===== src/rtl/vga_pkg.sv =====
// rtl/vga_pkg.sv - shared VGA 640x480@60 timing and map window constants
package vga_pkg;

    typedef logic [9:0] coord_t;

    localparam int VGA_CLK_DIV       = 4;
    localparam int VGA_H_DISPLAY     = 640;
    localparam int VGA_H_FRONT       = 16;
    localparam int VGA_H_SYNC        = 96;
    localparam int VGA_H_BACK        = 48;
    localparam int VGA_V_DISPLAY     = 480;
    localparam int VGA_V_FRONT       = 10;
    localparam int VGA_V_SYNC        = 2;
    localparam int VGA_V_BACK        = 33;
    localparam bit VGA_SYNC_ACTIVE   = 1'b0;

    localparam int VGA_H_TOTAL = VGA_H_DISPLAY + VGA_H_FRONT + VGA_H_SYNC + VGA_H_BACK;
    localparam int VGA_V_TOTAL = VGA_V_DISPLAY + VGA_V_FRONT + VGA_V_SYNC + VGA_V_BACK;

    localparam int VGA_MAP_ORIGIN_X  = 270;
    localparam int VGA_MAP_ORIGIN_Y  = 190;
    localparam int VGA_MAP_WIDTH_X   = 100;
    localparam int VGA_MAP_WIDTH_Y   = 100;

    function automatic logic in_span(input coord_t v, input coord_t lo, input coord_t hi);
        return (v >= lo) && (v <= hi);
    endfunction

endpackage


===== src/rtl/vga_scan_gen_if.sv =====
// rtl/vga_scan_gen_if.sv - scan position, sync and map window bundle
interface vga_scan_gen_if;
    import vga_pkg::*;

    logic   hsync;
    logic   vsync;
    logic   video_on;
    coord_t pixel_x;
    coord_t pixel_y;
    coord_t map_x;
    coord_t map_y;
    logic   map_on;
    logic   pixel_tick;
    logic   frame_start;

    modport master (
        output hsync, vsync, video_on, pixel_x, pixel_y,
               map_x, map_y, map_on, pixel_tick, frame_start
    );

    modport slave (
        input  hsync, vsync, video_on, pixel_x, pixel_y,
               map_x, map_y, map_on, pixel_tick, frame_start
    );
endinterface


===== src/rtl/scan_counter.sv =====
// rtl/scan_counter.sv - modulo counter with enable and wrap strobe
module scan_counter
    import vga_pkg::*;
#(
    parameter int MODULUS = 800
) (
    input  logic   clk,
    input  logic   rst,
    input  logic   en_i,
    output coord_t cnt_o,
    output logic   wrap_o
);
    localparam coord_t LAST = coord_t'(MODULUS - 1);

    coord_t cnt_q, cnt_d;

    assign wrap_o = en_i && (cnt_q == LAST);
    assign cnt_o  = cnt_q;

    always_comb begin
        cnt_d = cnt_q;
        if (en_i) begin
            cnt_d = (cnt_q == LAST) ? '0 : cnt_q + coord_t'(1);
        end
    end

    always_ff @(posedge clk or posedge rst) begin
        if (rst) cnt_q <= '0;
        else     cnt_q <= cnt_d;
    end
endmodule


===== src/rtl/vga_scan_gen.sv =====
// rtl/vga_scan_gen.sv - VGA timing and map-local raster position generator
module vga_scan_gen
    import vga_pkg::*;
#(
    parameter int CLK_DIV      = VGA_CLK_DIV,
    parameter int H_DISPLAY    = VGA_H_DISPLAY,
    parameter int H_FRONT      = VGA_H_FRONT,
    parameter int H_SYNC       = VGA_H_SYNC,
    parameter int H_BACK       = VGA_H_BACK,
    parameter int V_DISPLAY    = VGA_V_DISPLAY,
    parameter int V_FRONT      = VGA_V_FRONT,
    parameter int V_SYNC       = VGA_V_SYNC,
    parameter int V_BACK       = VGA_V_BACK,
    parameter bit SYNC_ACTIVE  = VGA_SYNC_ACTIVE,
    parameter int MAP_ORIGIN_X = VGA_MAP_ORIGIN_X,
    parameter int MAP_ORIGIN_Y = VGA_MAP_ORIGIN_Y,
    parameter int MAP_WIDTH_X  = VGA_MAP_WIDTH_X,
    parameter int MAP_WIDTH_Y  = VGA_MAP_WIDTH_Y
) (
    input  logic           clk,
    input  logic           rst,
    vga_scan_gen_if.master scan
);
    localparam int H_TOTAL = H_DISPLAY + H_FRONT + H_SYNC + H_BACK;
    localparam int V_TOTAL = V_DISPLAY + V_FRONT + V_SYNC + V_BACK;
    localparam int DIV_W   = (CLK_DIV > 1) ? $clog2(CLK_DIV) : 1;

    if (CLK_DIV < 1 || H_TOTAL > 1024 || V_TOTAL > 1024 ||
        MAP_WIDTH_X < 1 || MAP_WIDTH_Y < 1 ||
        MAP_ORIGIN_X + MAP_WIDTH_X > H_DISPLAY ||
        MAP_ORIGIN_Y + MAP_WIDTH_Y > V_DISPLAY) begin : g_bad_params
        $error("vga_scan_gen: illegal timing or map window parameters");
    end

    localparam logic [DIV_W-1:0] DIV_LAST = DIV_W'(CLK_DIV - 1);
    localparam coord_t H_DISP_C = coord_t'(H_DISPLAY);
    localparam coord_t V_DISP_C = coord_t'(V_DISPLAY);
    localparam coord_t HS_LO    = coord_t'(H_DISPLAY + H_FRONT);
    localparam coord_t HS_HI    = coord_t'(H_DISPLAY + H_FRONT + H_SYNC - 1);
    localparam coord_t VS_LO    = coord_t'(V_DISPLAY + V_FRONT);
    localparam coord_t VS_HI    = coord_t'(V_DISPLAY + V_FRONT + V_SYNC - 1);
    localparam coord_t MX_LO    = coord_t'(MAP_ORIGIN_X);
    localparam coord_t MX_HI    = coord_t'(MAP_ORIGIN_X + MAP_WIDTH_X - 1);
    localparam coord_t MY_LO    = coord_t'(MAP_ORIGIN_Y);
    localparam coord_t MY_HI    = coord_t'(MAP_ORIGIN_Y + MAP_WIDTH_Y - 1);

    logic [DIV_W-1:0] div_q, div_d;
    logic             tick;
    coord_t           h_cnt, v_cnt;
    logic             h_wrap, v_wrap_unused;

    assign tick  = (div_q == DIV_LAST);
    assign div_d = tick ? '0 : div_q + DIV_W'(1);

    always_ff @(posedge clk or posedge rst) begin
        if (rst) div_q <= '0;
        else     div_q <= div_d;
    end

    scan_counter #(.MODULUS(H_TOTAL)) u_h_cnt (
        .clk(clk), .rst(rst), .en_i(tick), .cnt_o(h_cnt), .wrap_o(h_wrap)
    );

    scan_counter #(.MODULUS(V_TOTAL)) u_v_cnt (
        .clk(clk), .rst(rst), .en_i(h_wrap), .cnt_o(v_cnt), .wrap_o(v_wrap_unused)
    );

    logic   hsync_d, vsync_d, video_d, map_on_d, tick_d, fs_d;
    coord_t map_x_d, map_y_d;
    logic   hsync_q, vsync_q, video_q, map_on_q, tick_q, fs_q;
    coord_t px_q, py_q, map_x_q, map_y_q;

    // map_y counts upward from the window's bottom row
    always_comb begin
        video_d  = (h_cnt < H_DISP_C) && (v_cnt < V_DISP_C);
        hsync_d  = in_span(h_cnt, HS_LO, HS_HI) ? SYNC_ACTIVE : ~SYNC_ACTIVE;
        vsync_d  = in_span(v_cnt, VS_LO, VS_HI) ? SYNC_ACTIVE : ~SYNC_ACTIVE;
        map_on_d = video_d && in_span(h_cnt, MX_LO, MX_HI) && in_span(v_cnt, MY_LO, MY_HI);
        map_x_d  = map_on_d ? h_cnt - MX_LO : '0;
        map_y_d  = map_on_d ? MY_HI - v_cnt : '0;
        tick_d   = tick;
        fs_d     = (div_q == '0) && (h_cnt == '0) && (v_cnt == '0);
    end

    always_ff @(posedge clk or posedge rst) begin
        if (rst) begin
            hsync_q  <= ~SYNC_ACTIVE;
            vsync_q  <= ~SYNC_ACTIVE;
            video_q  <= 1'b0;
            px_q     <= '0;
            py_q     <= '0;
            map_x_q  <= '0;
            map_y_q  <= '0;
            map_on_q <= 1'b0;
            tick_q   <= 1'b0;
            fs_q     <= 1'b0;
        end else begin
            hsync_q  <= hsync_d;
            vsync_q  <= vsync_d;
            video_q  <= video_d;
            px_q     <= h_cnt;
            py_q     <= v_cnt;
            map_x_q  <= map_x_d;
            map_y_q  <= map_y_d;
            map_on_q <= map_on_d;
            tick_q   <= tick_d;
            fs_q     <= fs_d;
        end
    end

    assign scan.hsync       = hsync_q;
    assign scan.vsync       = vsync_q;
    assign scan.video_on    = video_q;
    assign scan.pixel_x     = px_q;
    assign scan.pixel_y     = py_q;
    assign scan.map_x       = map_x_q;
    assign scan.map_y       = map_y_q;
    assign scan.map_on      = map_on_q;
    assign scan.pixel_tick  = tick_q;
    assign scan.frame_start = fs_q;
endmodule


===== src/flat_wrapper.sv =====
// flat-port wrapper written by rule: the top's interface ports become plain ports
module vga_scan_gen_flat import vga_pkg::*;
#(
    parameter int CLK_DIV      = VGA_CLK_DIV,
    parameter int H_DISPLAY    = VGA_H_DISPLAY,
    parameter int H_FRONT      = VGA_H_FRONT,
    parameter int H_SYNC       = VGA_H_SYNC,
    parameter int H_BACK       = VGA_H_BACK,
    parameter int V_DISPLAY    = VGA_V_DISPLAY,
    parameter int V_FRONT      = VGA_V_FRONT,
    parameter int V_SYNC       = VGA_V_SYNC,
    parameter int V_BACK       = VGA_V_BACK,
    parameter bit SYNC_ACTIVE  = VGA_SYNC_ACTIVE,
    parameter int MAP_ORIGIN_X = VGA_MAP_ORIGIN_X,
    parameter int MAP_ORIGIN_Y = VGA_MAP_ORIGIN_Y,
    parameter int MAP_WIDTH_X  = VGA_MAP_WIDTH_X,
    parameter int MAP_WIDTH_Y  = VGA_MAP_WIDTH_Y
)
  (clk, rst, scan_hsync, scan_vsync, scan_video_on, scan_pixel_x, scan_pixel_y, scan_map_x, scan_map_y, scan_map_on, scan_pixel_tick, scan_frame_start);
  vga_scan_gen_if scan_i ();
  input  logic clk;
  input  logic rst;
  output wire logic [$bits(scan_i.hsync)-1:0] scan_hsync;
  output wire logic [$bits(scan_i.vsync)-1:0] scan_vsync;
  output wire logic [$bits(scan_i.video_on)-1:0] scan_video_on;
  output wire logic [$bits(scan_i.pixel_x)-1:0] scan_pixel_x;
  output wire logic [$bits(scan_i.pixel_y)-1:0] scan_pixel_y;
  output wire logic [$bits(scan_i.map_x)-1:0] scan_map_x;
  output wire logic [$bits(scan_i.map_y)-1:0] scan_map_y;
  output wire logic [$bits(scan_i.map_on)-1:0] scan_map_on;
  output wire logic [$bits(scan_i.pixel_tick)-1:0] scan_pixel_tick;
  output wire logic [$bits(scan_i.frame_start)-1:0] scan_frame_start;
  assign scan_hsync = scan_i.hsync;
  assign scan_vsync = scan_i.vsync;
  assign scan_video_on = scan_i.video_on;
  assign scan_pixel_x = scan_i.pixel_x;
  assign scan_pixel_y = scan_i.pixel_y;
  assign scan_map_x = scan_i.map_x;
  assign scan_map_y = scan_i.map_y;
  assign scan_map_on = scan_i.map_on;
  assign scan_pixel_tick = scan_i.pixel_tick;
  assign scan_frame_start = scan_i.frame_start;
  vga_scan_gen #(.CLK_DIV(CLK_DIV), .H_DISPLAY(H_DISPLAY), .H_FRONT(H_FRONT), .H_SYNC(H_SYNC), .H_BACK(H_BACK), .V_DISPLAY(V_DISPLAY), .V_FRONT(V_FRONT), .V_SYNC(V_SYNC), .V_BACK(V_BACK), .SYNC_ACTIVE(SYNC_ACTIVE), .MAP_ORIGIN_X(MAP_ORIGIN_X), .MAP_ORIGIN_Y(MAP_ORIGIN_Y), .MAP_WIDTH_X(MAP_WIDTH_X), .MAP_WIDTH_Y(MAP_WIDTH_Y)) u_core (.clk(clk), .rst(rst), .scan(scan_i));
endmodule

===== config.mk =====
export PLATFORM = sky130hd
export DESIGN_NAME = vga_scan_gen_flat
export DESIGN_NICKNAME = d
export VERILOG_FILES = /design/src/rtl/vga_pkg.sv /design/src/rtl/vga_scan_gen_if.sv /design/src/rtl/scan_counter.sv /design/src/rtl/vga_scan_gen.sv /design/src/flat_wrapper.sv
export SDC_FILE = /design/constraint.sdc
export NUM_CORES = 1
export LEC_CHECK = 0
export CAP_MARGIN = 20
export CORE_ASPECT_RATIO = 0.75
export CORE_MARGIN = 10
export CORE_UTILIZATION = 55
export CTS_CLUSTER_DIAMETER = 80
export DETAILED_ROUTE_END_ITERATION = 16
export GPL_TIMING_DRIVEN = 0
export PLACE_DENSITY = 0.91
export SYNTH_ARGS = -nofsm -noshare
export SYNTH_HDL_FRONTEND = slang
export SYNTH_SLANG_ARGS = --single-unit
export TNS_END_PERCENT = 5

===== constraint.sdc =====
create_clock -name clk -period 5.25 [get_ports clk]
set_input_delay 1.05 -clock clk [delete_from_list [all_inputs] [get_ports clk]]
set_output_delay 1.05 -clock clk [all_outputs]
set_load 0.005 [all_outputs]

# After elaboration in Yosys (flattened, before gate mapping)
# Index checks and enable logic that the tools add are counted.
[op_classes]
n_reduce_logical = 13
add_sub_neg = 5
n_lt_le_gt_ge = 10
n_mux = 7
eq_ne = 3
[ops]
columns = ["operator", "count"]
rows = [
  ["$mux 10", 4],
  ["$le 10x9->1 const B", 3],
  ["$add 10x1->10 const B", 2],
  ["$eq 10x10->1 const B", 2],
  ["$ge 10x9->1 const B", 2],
  ["$logic_not 10->1", 2],
  ["$ge 10x10->1 const B", 1],
  ["$ge 10x8->1 const B", 1],
  ["$le 10x10->1 const B", 1],
  ["$logic_and 1x1->1", 10],
  ["$lt 10x10->1 const B", 1],
  ["$lt 10x9->1 const B", 1],
  ["$sub 10x9->10 const B", 1],
  ["$sub 9x10->10 const A", 1],
  ["$add 2x1->2 const B", 1],
  ["$eq 2x2->1 const B", 1],
  ["$logic_not 2->1", 1],
  ["$mux 1", 2],
  ["$mux 2", 1],
]
[word_totals]
input_bits = 2
reg_bits = 68
out_inout_bits = 46

# Depth between registers and ports, before layout
# Gate-level depths: netlist of run 1.
[depth]
word_depth = 5
mapped_depth = 8
ltp_nobuf = 6

# Modules after synthesis
# From an unflattened synthesis of run 1, not the netlist that was laid out.
[hier_totals]
cells_unflattened = 253
area_unflattened_um2 = 3034.2
[modules_own_cells]
columns = ["module", "seq_area_each_um2", "cells_per_inst", "instances", "area_each_um2"]
rows = [
  ["vga_scan_gen", 1203.7, 150, 1, 1968.1],
  ["scan_counter (u_core.u_v_cnt)", 250.2, 50, 1, 544.3],
  ["scan_counter (u_core.u_h_cnt)", 250.2, 53, 1, 521.8],
]

# Worst setup path after synthesis of run 1
# OpenSTA, ideal clock, no wires.
[synth_timing]
kind = "register to register"
start = "register u_core.u_v_cnt.cnt_q[2] (netlist: u_core.u_v_cnt.cnt_o[2])"
end = "register u_core.map_x_q[8] (netlist: u_core.scan.map_x[8])"
period_less_slack_ps = 1893
arrival_time_ps = 1799
required_ps = 5155
n_path_buf = 2
slack_ps = 3357
setup_time_ps = 95
stages_incl_launch_ff = 9
path_cell_list = "dfrtp_1 > buf_6 > inv_1 > ha_1 > nor3b_1 > a41oi_1 > a32o_1 > buf_6 > nor4_4"
[synth_between]
elab_chain_len = 5
elab_cells_between_ends = 8
[synth_lines]
columns = ["element", "line_no", "source"]
rows = [
  ["start, declared", "scan_counter.sv:15", "coord_t cnt_q, cnt_d;"],
  ["start signal, assigned", "scan_counter.sv:29", "else cnt_q <= cnt_d;"],
  ["$lt 10x9->1", "vga_scan_gen.sv:75", "video_d = (h_cnt < H_DISP_C) && (v_cnt < V_DISP_C);"],
  ["$logic_and 1x1->1", "vga_scan_gen.sv:75", ""],
  ["$logic_and 1x1->1", "vga_scan_gen.sv:78", "map_on_d = video_d && in_span(h_cnt, MX_LO, MX_HI) && in_span(v_cnt, MY_LO, MY_HI);"],
  ["$logic_and 1x1->1 *", "vga_scan_gen.sv:78", ""],
  ["$mux 10 *", "vga_scan_gen.sv:79", "map_x_d = map_on_d ? h_cnt - MX_LO : '0;"],
  ["named net u_core.map_x_d[8]", "vga_scan_gen.sv:69", "coord_t map_x_d, map_y_d;"],
  ["end signal, assigned", "vga_scan_gen.sv:103", "map_x_q <= map_x_d;"],
  ["end, declared", "vga_scan_gen.sv:71", "coord_t px_q, py_q, map_x_q, map_y_q;"],
]
# Mark *: on every way through the listed nets, which the timed path passes. The rest lies on a longest branch.
# A chain may end at the register's enable or synchronous reset.

# Worst setup path in the final report of run 1
[layout_timing]
start = "register u_core.hsync_q (netlist: u_core.scan.hsync)"
end = "output port scan_hsync"
[layout_rtl]
columns = ["element", "line_no", "source"]
rows = [
  ["start, declared", "vga_scan_gen.sv:70", "logic hsync_q, vsync_q, video_q, map_on_q, tick_q, fs_q;"],
  ["start signal, assigned", "vga_scan_gen.sv:87", "hsync_q <= ~SYNC_ACTIVE;"],
  ["start signal, assigned", "vga_scan_gen.sv:98", "hsync_q <= hsync_d;"],
  ["end, declared", "flat_wrapper.sv:23", "output wire logic [$bits(scan_i.hsync)-1:0] scan_hsync;"],
]
# No word-level cell between the ends.

==> flow_summary.toml, run 1 <==
[status]
status = "finished, final reports clean"

[sta]
report.final.slew_viol_count = 0
min_period_ns = 2.402
tns_ns = 0
max_freq_ghz = 0.4164
hold_viol = 0
setup_viol_count_final = 0
post-route-period-util_pct = 45.75
rsz0062_at_grt = "no"
slew-limit-headroom_pct = 53.53
skew_ns = 0.007038
tightest_slew_ns = 0.6961

[cts]
root_buffer = "clkbuf_8"
cts_tree = "yes"
post_cts_buffers = 0
cts_hold_buf = 0
cts.path.max_buffers = 2
clk_latency_ns = 0.35
htreeDepth = 3
cts.sink_count = 68
cts_resized = 0
clk_pin_slew_ns = 0.06
numCtsBuffers = 9

[synth]
yosysSeqAreaShare_pct = 55.05
synth_top_area_cell = "dfrtp_1"
synthAdderAreaFrac_pct = 5.255
synth.most_common_cell = "dfrtp_1"
yosys_warnings = 0
synth-xor-area-share_pct = 6.508
synth_ff_type = "dfrtp_1"
yosys-top-cells-area = "dfrtp_1, ha_1, nor3_2, xor2_1, xnor2_1"
synthMuxAreaShare_pct = 0
synth_nets = 277
synth_edf_count = 0
synth_top_area_share_pct = 53.35
syn_avg_cell_area_sq_um = 11.81
synth_top_family_by_area = "simple AND/OR/NAND/NOR gates"
synthTopCellsByCount = "dfrtp_1, nand2_1, nand3_1"
synth_area_sq_mm = 0.003095
ys_ff_latch = 68
synthArstFlopShare_pct = 100.0
syn_inst = 262
synth_compound_area_share_pct = 7.559
ys_types = 49
synthSimpleGateAreaFrac_pct = 20.29

[global_route]
overflow = 0
grt_usage_pct = 15.97
top_usage_layer = "met2"
grt_pass1_vias = 2173
use_met3_pct = 7.855
use_met1_pct = 20.05
met2_usage_pct = 23.40
grt_max_degree = 36
grt_pass1_wl_mm = 11.49
antenna_found_initial = 0

[floorplanning]
io_pins = 48
coreArea_sq_mm = 0.005410
die_x_microns = 106.6
start_util_pct = 57.22
dieArea_sq_mm = 0.009060
num_rows = 23
die_height_microns = 84.97

[setup_path]
worstPathBufferInverterCount = 1
crit_required_ns = 4.20
cp_slowest_cell = "dfstp_2"
cp-start-kind = "flop"
cp-end-kind = "output port"
crit_family = "flip-flops"
crit_fanout = 1
crit_type = "reg2out"
crit_arrival_ns = 1.35
slowest_delay_ns = 0.51
path_cells = "clkdlybuf4s50_1"

[detailed_routing]
routed_wl_mm = 6.755
drc_errors = 0
vias = 2166
first_iter_violations = 116
dr.pass1.iters = 4
wl_per_cell_microns = 16.85
vias_per_cell = 5.401
ant_nets = 0

[final_layout]
area_growth_pct = 24.45
fin_nets = 336
antennaDiodeCount = 0
final_cell_area_sq_mm = 0.003852
drive_gt1_share_pct = 17.79

[placed_design]
io_buffer_count = 47
post_dp_cell_area_sq_mm = 0.003680
hpwl_mm = 4.920
routabilityCongestion = 0.9034

[worst_hold_path]
hold_path.class = "reg2reg"

[flow_run]
maxCapViolations = 0

[power_and_ir_drop]
p_leak_nw = 1.740
power_density_mw_per_mm2 = 237.1
vdd_drop_max_mv = 0.2773
==> worst register-to-register path, stage by stage (launching register included) <==
cell and delay, ns:
dfrtp_1 0.51, inv_1 0.19, ha_1 0.25, nor3b_1 0.36, a41oi_1 0.17, a32o_1 0.29
a2111oi_2 0.36
==> metal layers <==
layer / share of wire, % / up-vias
li1: - / 1024
met1: 44 / 1053
met2: 45 / 76
met3: 10 / 13
met4: 1.4 / 0
met5: 0 / -
==> through the flow <==
step	setup WS [ns]	hold slack, ns	utilization [%]	power (mW)	instances
floorplan	2.492	0.3487	-	0.5414	262
global placement	1.585	0.3545	67.65	0.5440	384
detailed placement	3.039	0.3550	68.02	0.5467	385
CTS	2.824	0.3710	71.21	0.9234	401
global route	2.789	0.3890	71.21	0.9457	401
finish	2.848	0.3704	71.21	0.9134	401
==> power breakdown <==
part	switching, mW	total [mW]	internal, mW
clock network	0.181	0.377	0.196
registers	0	0.524	0.524
logic	0.00979	0.0120	0.00222
total	0.191	0.913	0.722
==> final cells by class <==
| cell class | count | area, sq um |
|---|---|---|
| sequential | 68 | 1704 |
| fill | 426 | 1558 |
| multi-input combinational | 163 | 1226 |
| timing repair buffer | 48 | 490.5 |
| clock buffer | 14 | 162.7 |
| buffer | 18 | 116.4 |
| tap | 75 | 93.84 |
| inverter | 13 | 48.80 |
| clock inverter | 2 | 10.01 |
==> cells in the final DEF, fill, tap and decap left out, types with 4 or more instances in the layout <==
cell type	instances
xor2_1	12
ha_1	13
nand3_1	15
clkbuf_1	5
nor3_2	14
clkdlybuf4s50_1	47
a21o_1	4
inv_1	12
o21ai_0	8
dfrtp_1	66
nand4_1	7
nand2_1	15
clkbuf_8	11
xnor2_1	11
buf_2	8
nor2_1	12
nor3_1	12
buf_4	4
==> worst paths after layout <==
kind / start / to / slack [ns] / cells past startpoint
max: u_core.scan.hsync / scan_hsync / 2.85 / 1
min: u_core.u_h_cnt.cnt_o[6] / u_core.scan.pixel_x[6] / 0.37 / 0
max reg2reg: u_core.u_v_cnt.cnt_o[1] / u_core.scan.map_y[9] / 3.01 / 6
min reg2reg: u_core.u_h_cnt.cnt_o[6] / u_core.scan.pixel_x[6] / 0.37 / 0
max in group asynchronous: rst / u_core.scan.map_x[1] / 3.50 / 3
min in group asynchronous: rst / u_core.scan.pixel_x[8] / 1.14 / 2
==> registers in the layout (all words and copies together) (netlist names), 2 cells and up <==
signal / flops
u_core.u_h_cnt.cnt_o: 10
u_core.u_v_cnt.cnt_o: 10
u_core.scan.map_x: 10
u_core.div_q: 2
u_core.scan.pixel_x: 10
u_core.scan.pixel_y: 10
u_core.scan.map_y: 10
==> cells by family (layout without fill, tap and decap cells) <==
kind of cell	count (synthesis)	after routing
adders and majority gates	13	13
DFF	68	68
AOI/OAI and AO/OA	29	29
buffers and inverters	31	95
and+or+nand+nor	98	98
xor gates and xnor gates	23	23
(Power assumes the default switching activity.)
==> run 2, diff against run 1 <==
--- a/config.mk
+++ b/config.mk
@@ -8,11 +8,11 @@
 export CAP_MARGIN = 20
 export CORE_ASPECT_RATIO = 0.75
 export CORE_MARGIN = 10
-export CORE_UTILIZATION = 55
+export CORE_UTILIZATION = 48
 export CTS_CLUSTER_DIAMETER = 80
 export DETAILED_ROUTE_END_ITERATION = 16
 export GPL_TIMING_DRIVEN = 0
-export PLACE_DENSITY = 0.91
+export PLACE_DENSITY = 0.85
 export SYNTH_ARGS = -nofsm -noshare
 export SYNTH_HDL_FRONTEND = slang
 export SYNTH_SLANG_ARGS = --single-unit
==> constraint.sdc (replaced) <==
create_clock -name clk -period 2.1 [get_ports clk]
set_input_delay 0.42 -clock clk [delete_from_list [all_inputs] [get_ports clk]]
set_output_delay 0.42 -clock clk [all_outputs]
set_load 0.005 [all_outputs]
==> flow_summary.toml, run 2 (synthesis results as in run 1) <==
[worst_hold_path]
min_delay_path_depth = 0
whs_endpoint = "u_core.scan.pixel_y[6]"
min-delay-start = "u_core.u_v_cnt.cnt_o[6]"
hold_path.class = "reg2reg"

[global_route]
use_met1_pct = 18.47
overflow = 0
met2_usage_pct = 19.47
grt_pass1_wl_mm = 11.17
use_met3_pct = 6.103
grt_usage_pct = 13.95
antenna_found_initial = 0
grt_pass1_vias = 2153
top_usage_layer = "met2"
grt_max_degree = 37

[sta]
rsz0062_at_grt = "yes"
min_period_ns = 2.013
skew_ns = 0.007096
report.final.slew_viol_count = 0
tightest_slew_ns = 0.6825
hold_ws_ns = 0.3707
post-route-period-util_pct = 95.86
slew-limit-headroom_pct = 54.40
hold_viol = 0
setup_viol_count_final = 0
max_freq_ghz = 0.4968

[cts]
cts_tree = "yes"
clk_pin_slew_ns = 0.07
cts.path.max_buffers = 2
htreeDepth = 3
root_buffer = "clkbuf_8"
numCtsBuffers = 9
cts_hold_buf = 0
cts.sink_count = 68
clk_latency_ns = 0.34

[detailed_routing]
drc_errors = 0
vias_per_cell = 5.293
first_iter_violations = 140
wl_per_cell_microns = 16.31
dr.pass1.iters = 4
routed_wl_mm = 6.672
ant_nets = 0
vias = 2165

[floorplanning]
start_util_pct = 49.23
coreArea_sq_mm = 0.006287
die_height_microns = 89.55
num_rows = 25
io_pins = 48
dieArea_sq_mm = 0.01009
die_x_microns = 112.7

[power_and_ir_drop]
p_clk_share_pct = 43.1
p_sw_mw = 0.4958
p_leak_nw = 1.763
seq_power_share_pct = 55.6
power_density_mw_per_mm2 = 596.1
p_int_mw = 1.858
switching_share_pct = 21.06
vdd_drop_max_mv = 0.3665
combPwrFrac_pct = 1.3

[final_layout]
fillCellCount = 546
final_util_pct = 62.81
layout_common_cells = "dfrtp_1, clkdlybuf4s50_1, nand3_1, nand2_1, nor3_2"
fin_nets = 338
layout_commonest_cell = "dfrtp_1"
regArea_sq_mm = 0.001705
area_growth_pct = 27.57
multi_input_area_sq_mm = 0.001280
drive_gt1_share_pct = 20.73
antennaDiodeCount = 0

[placed_design]
routabilityCongestion = 0.8996
hpwl_mm = 4.784
io_buffer_count = 47

[status]
status = "finished, final reports clean"

[setup_path]
reg2reg_depth = 7
reg2reg_to = "u_core.u_v_cnt.cnt_o[4]"
rr_startpoint = "u_core.u_v_cnt.cnt_o[1]"
crit_arrival_ns = 2.24
crit_type = "reg2reg"
cp-start-kind = "flop"
rrSetupSlack_ns = 0.09
crit_fanout = 10
cp-end-kind = "flop"
crit_required_ns = 2.33

[flow_run]
maxCapViolations = 0
run 2: layout make-up:
class / instances / share of cell area (%)
repair buffers: 51 / 12.99
well taps: 81 / 2.567
multi-input cells: 163 / 32.41
flip-flops and latches: 68 / 43.19
inverters: 13 / 1.331
clock buffers: 11 / 3.327
plain buffers: 17 / 2.852
clock inverters: 5 / 1.331
run 2: what timing repair did:
| item | 4_1_cts | 5_1_grt |
|---|---|---|
| hold endpoints to repair | 0 | 0 |
| resized for setup | 5 | 5 |
| buffers inserted | 0 | 3 |
| setup endpoints to repair | 25 | 25 |
| pin swaps | 0 | 2 |
run 2: per-stage QoR:
step                setup slack [ns]  total power, mW  cells  TNS [ns]  instance area, sq um
floorplan                     0.2068            1.354    262         0                  3099
global route                -0.07799            2.455    409   -0.1041                  3949
global placement             -0.1347            1.362    390   -0.9299                  3671
CTS                        0.0002933            2.391    407         0                  3896
finish                       0.08699            2.354    409         0                  3949
detailed placement           -0.1568            1.367    391    -1.679                  3691
run 2: worst max path at each step:
stage,startpoint,end,cells past startpoint
final,u_core.u_v_cnt.cnt_o[1],u_core.u_v_cnt.cnt_o[4],7
after global routing,u_core.u_v_cnt.cnt_o[1],u_core.u_v_cnt.cnt_o[4],7
after CTS,u_core.div_q[0],u_core.u_v_cnt.cnt_o[7],6
after detailed placement,u_core.u_v_cnt.cnt_o[1],u_core.scan.map_y[9],6
after global placement,u_core.u_v_cnt.cnt_o[1],u_core.scan.map_y[9],6
after floorplan,u_core.u_v_cnt.cnt_o[2],u_core.scan.map_x[8],8
run 2: metal layers:
layer  part of all wire (%)  vias up
met5                      0        -
met4                    1.3        0
met3                    9.8        8
met2                     42       93
met1                     47     1038
li1                       -     1026
run 2: power groups by stage:
stage,combinational (mW),clock (mW),sequential (mW)
global route,0.0369,1.11,1.31
floorplan,0.0194,0,1.33
global placement,0.0272,0,1.33
detailed placement,0.0331,0,1.33
finish,0.0307,1.01,1.31
CTS,0.0331,1.05,1.31
run 2: critical path, stage by stage, from the launching register on:
cell,delay (ns)
dfrtp_2,0.50
inv_1,0.20
ha_1,0.19
nor4b_1,0.31
nand3_1,0.16
buf_4,0.19
a21o_1,0.15
a32o_1,0.19
==> run 3, diff against run 2 <==
--- a/config.mk
+++ b/config.mk
@@ -7,12 +7,12 @@
 export LEC_CHECK = 0
 export CAP_MARGIN = 20
 export CORE_ASPECT_RATIO = 0.75
-export CORE_MARGIN = 10
-export CORE_UTILIZATION = 48
+export CORE_MARGIN = 4
+export CORE_UTILIZATION = 53
 export CTS_CLUSTER_DIAMETER = 80
 export DETAILED_ROUTE_END_ITERATION = 16
 export GPL_TIMING_DRIVEN = 0
-export PLACE_DENSITY = 0.85
+export PLACE_DENSITY = 0.89
 export SYNTH_ARGS = -nofsm -noshare
 export SYNTH_HDL_FRONTEND = slang
 export SYNTH_SLANG_ARGS = --single-unit
==> constraint.sdc (replaced) <==
create_clock -name clk -period 1.9 [get_ports clk]
set_input_delay 0.38 -clock clk [delete_from_list [all_inputs] [get_ports clk]]
set_output_delay 0.38 -clock clk [all_outputs]
set_load 0.005 [all_outputs]
==> flow_summary.toml, run 3 (synthesis results as in run 1) <==
[setup_path]
crit_arrival_ns = 2.11
cp-start-kind = "flop"
crit_required_ns = 2.13
crit_type = "reg2reg"
crit_fanout = 8
cp-end-kind = "flop"

[final_layout]
antennaDiodeCount = 0
layout_commonest_cell = "dfrtp_1"
fin_nets = 341
area_growth_pct = 28.58
layout_common_cells = "dfrtp_1, clkdlybuf4s50_1, nand2_1, nand3_1, nor3_2"
drive_gt1_share_pct = 24.47
final_cell_area_sq_mm = 0.003980

[global_route]
grt_pass1_vias = 2150
grt_usage_pct = 20.39
antenna_found_initial = 0
grt_pass1_wl_mm = 10.83
grt_max_degree = 36
overflow = 0

[sta]
max_freq_ghz = 0.5307
skew_ns = 0.008862
tightest_slew_ns = 0.7231
setup_viol_count_final = 0
hold_ws_ns = 0.3701
tns_ns = 0
post-route-period-util_pct = 99.18
min_period_ns = 1.884
rsz0062_at_grt = "yes"
slew-limit-headroom_pct = 51.69
report.final.slew_viol_count = 0
hold_viol = 0

[floorplanning]
dieArea_sq_mm = 0.007140
num_rows = 23
die_x_microns = 96.25
coreArea_sq_mm = 0.005497
io_pins = 48
start_util_pct = 56.32
die_height_microns = 74.19

[detailed_routing]
drc_errors = 0
ant_nets = 0
dr.pass1.iters = 5
routed_wl_mm = 6.554
vias_per_cell = 5.458
vias = 2216
first_iter_violations = 212
wl_per_cell_microns = 16.14

[cts]
root_buffer = "clkbuf_8"
clk_pin_slew_ns = 0.07
cts.sink_count = 68
numCtsBuffers = 9
cts_hold_buf = 0
htreeDepth = 3
cts.path.max_buffers = 2
cts_tree = "yes"
clk_latency_ns = 0.35

[worst_hold_path]
hold_path.class = "reg2reg"

[placed_design]
io_buffer_count = 47
routabilityCongestion = 0.8802
post_dp_cell_area_sq_mm = 0.003684
hpwl_mm = 4.590

[power_and_ir_drop]
vdd_drop_max_mv = 0.4741
power_density_mw_per_mm2 = 641.6
p_leak_nw = 1.781

[status]
status = "finished, final reports clean"

[flow_run]
maxCapViolations = 0
run 3: final timing paths:
path,start,to,slack (ns),cells after the start
worst max-delay path,u_core.u_v_cnt.cnt_o[2],u_core.scan.map_y[9],0.02,7
worst min-delay path,u_core.u_v_cnt.cnt_o[5],u_core.scan.pixel_y[5],0.37,0
worst max register to register,u_core.u_v_cnt.cnt_o[2],u_core.scan.map_y[9],0.02,7
worst min register to register,u_core.u_v_cnt.cnt_o[5],u_core.scan.pixel_y[5],0.37,0
max in group asynchronous,rst,u_core.u_h_cnt.cnt_o[0],0.79,3
min in group asynchronous,rst,u_core.scan.map_y[8],0.51,2
run 3: critical path, cell delays in order (launching register included):
cell and delay [ns]:
dfrtp_1 0.39, buf_6 0.15, inv_4 0.08, ha_4 0.14, nor3b_4 0.22, a41oi_1 0.14, a32o_2 0.28, a2111oi_2 0.36
run 3: area by class of cell:
cell class	count	area, sq um
fillers	382	1516
clock buffers	14	172.7
multi-input cells	163	1280
flip-flops and latches	68	1712
clock inverters	2	10.01
well taps	75	93.84
inverters	13	55.05
plain buffers	17	121.4
repair buffers	54	535.5
run 3: metrics by stage:
stage	setup WS, ns	std cells	util [%]	power [mW]
floorplan	0.006772	262	-	1.496
CTS	0.002001	406	71.93	2.579
global route	-0.08489	406	72.41	2.655
detailed placement	-0.3541	385	67.02	1.511
global placement	-0.3383	384	66.65	1.505
finish	0.01557	406	72.41	2.554
run 3: what timing repair did:
item / 4_1_cts / 5_1_grt
pin swaps: 3 / 3
setup endpoints to repair: 34 / 27
resized for setup: 13 / 11
setup buffers: 6 / 0
run 3: power breakdown:
part	total [mW]	switching [mW]	leakage (nW)	internal, mW
logic	0.0338	0.0274	0.781	0.00642
registers	1.45	0	0.903	1.45
clock network	1.07	0.495	0.0965	0.577
run 3: layer usage:
layer,part of all wire [%],global-route usage [%],vias up
met2,45,29.23,95
met5,0,0,-
met4,0.87,4.259,0
li1,-,-,1031
met1,46,29.75,1080
met3,8.3,7.685,10
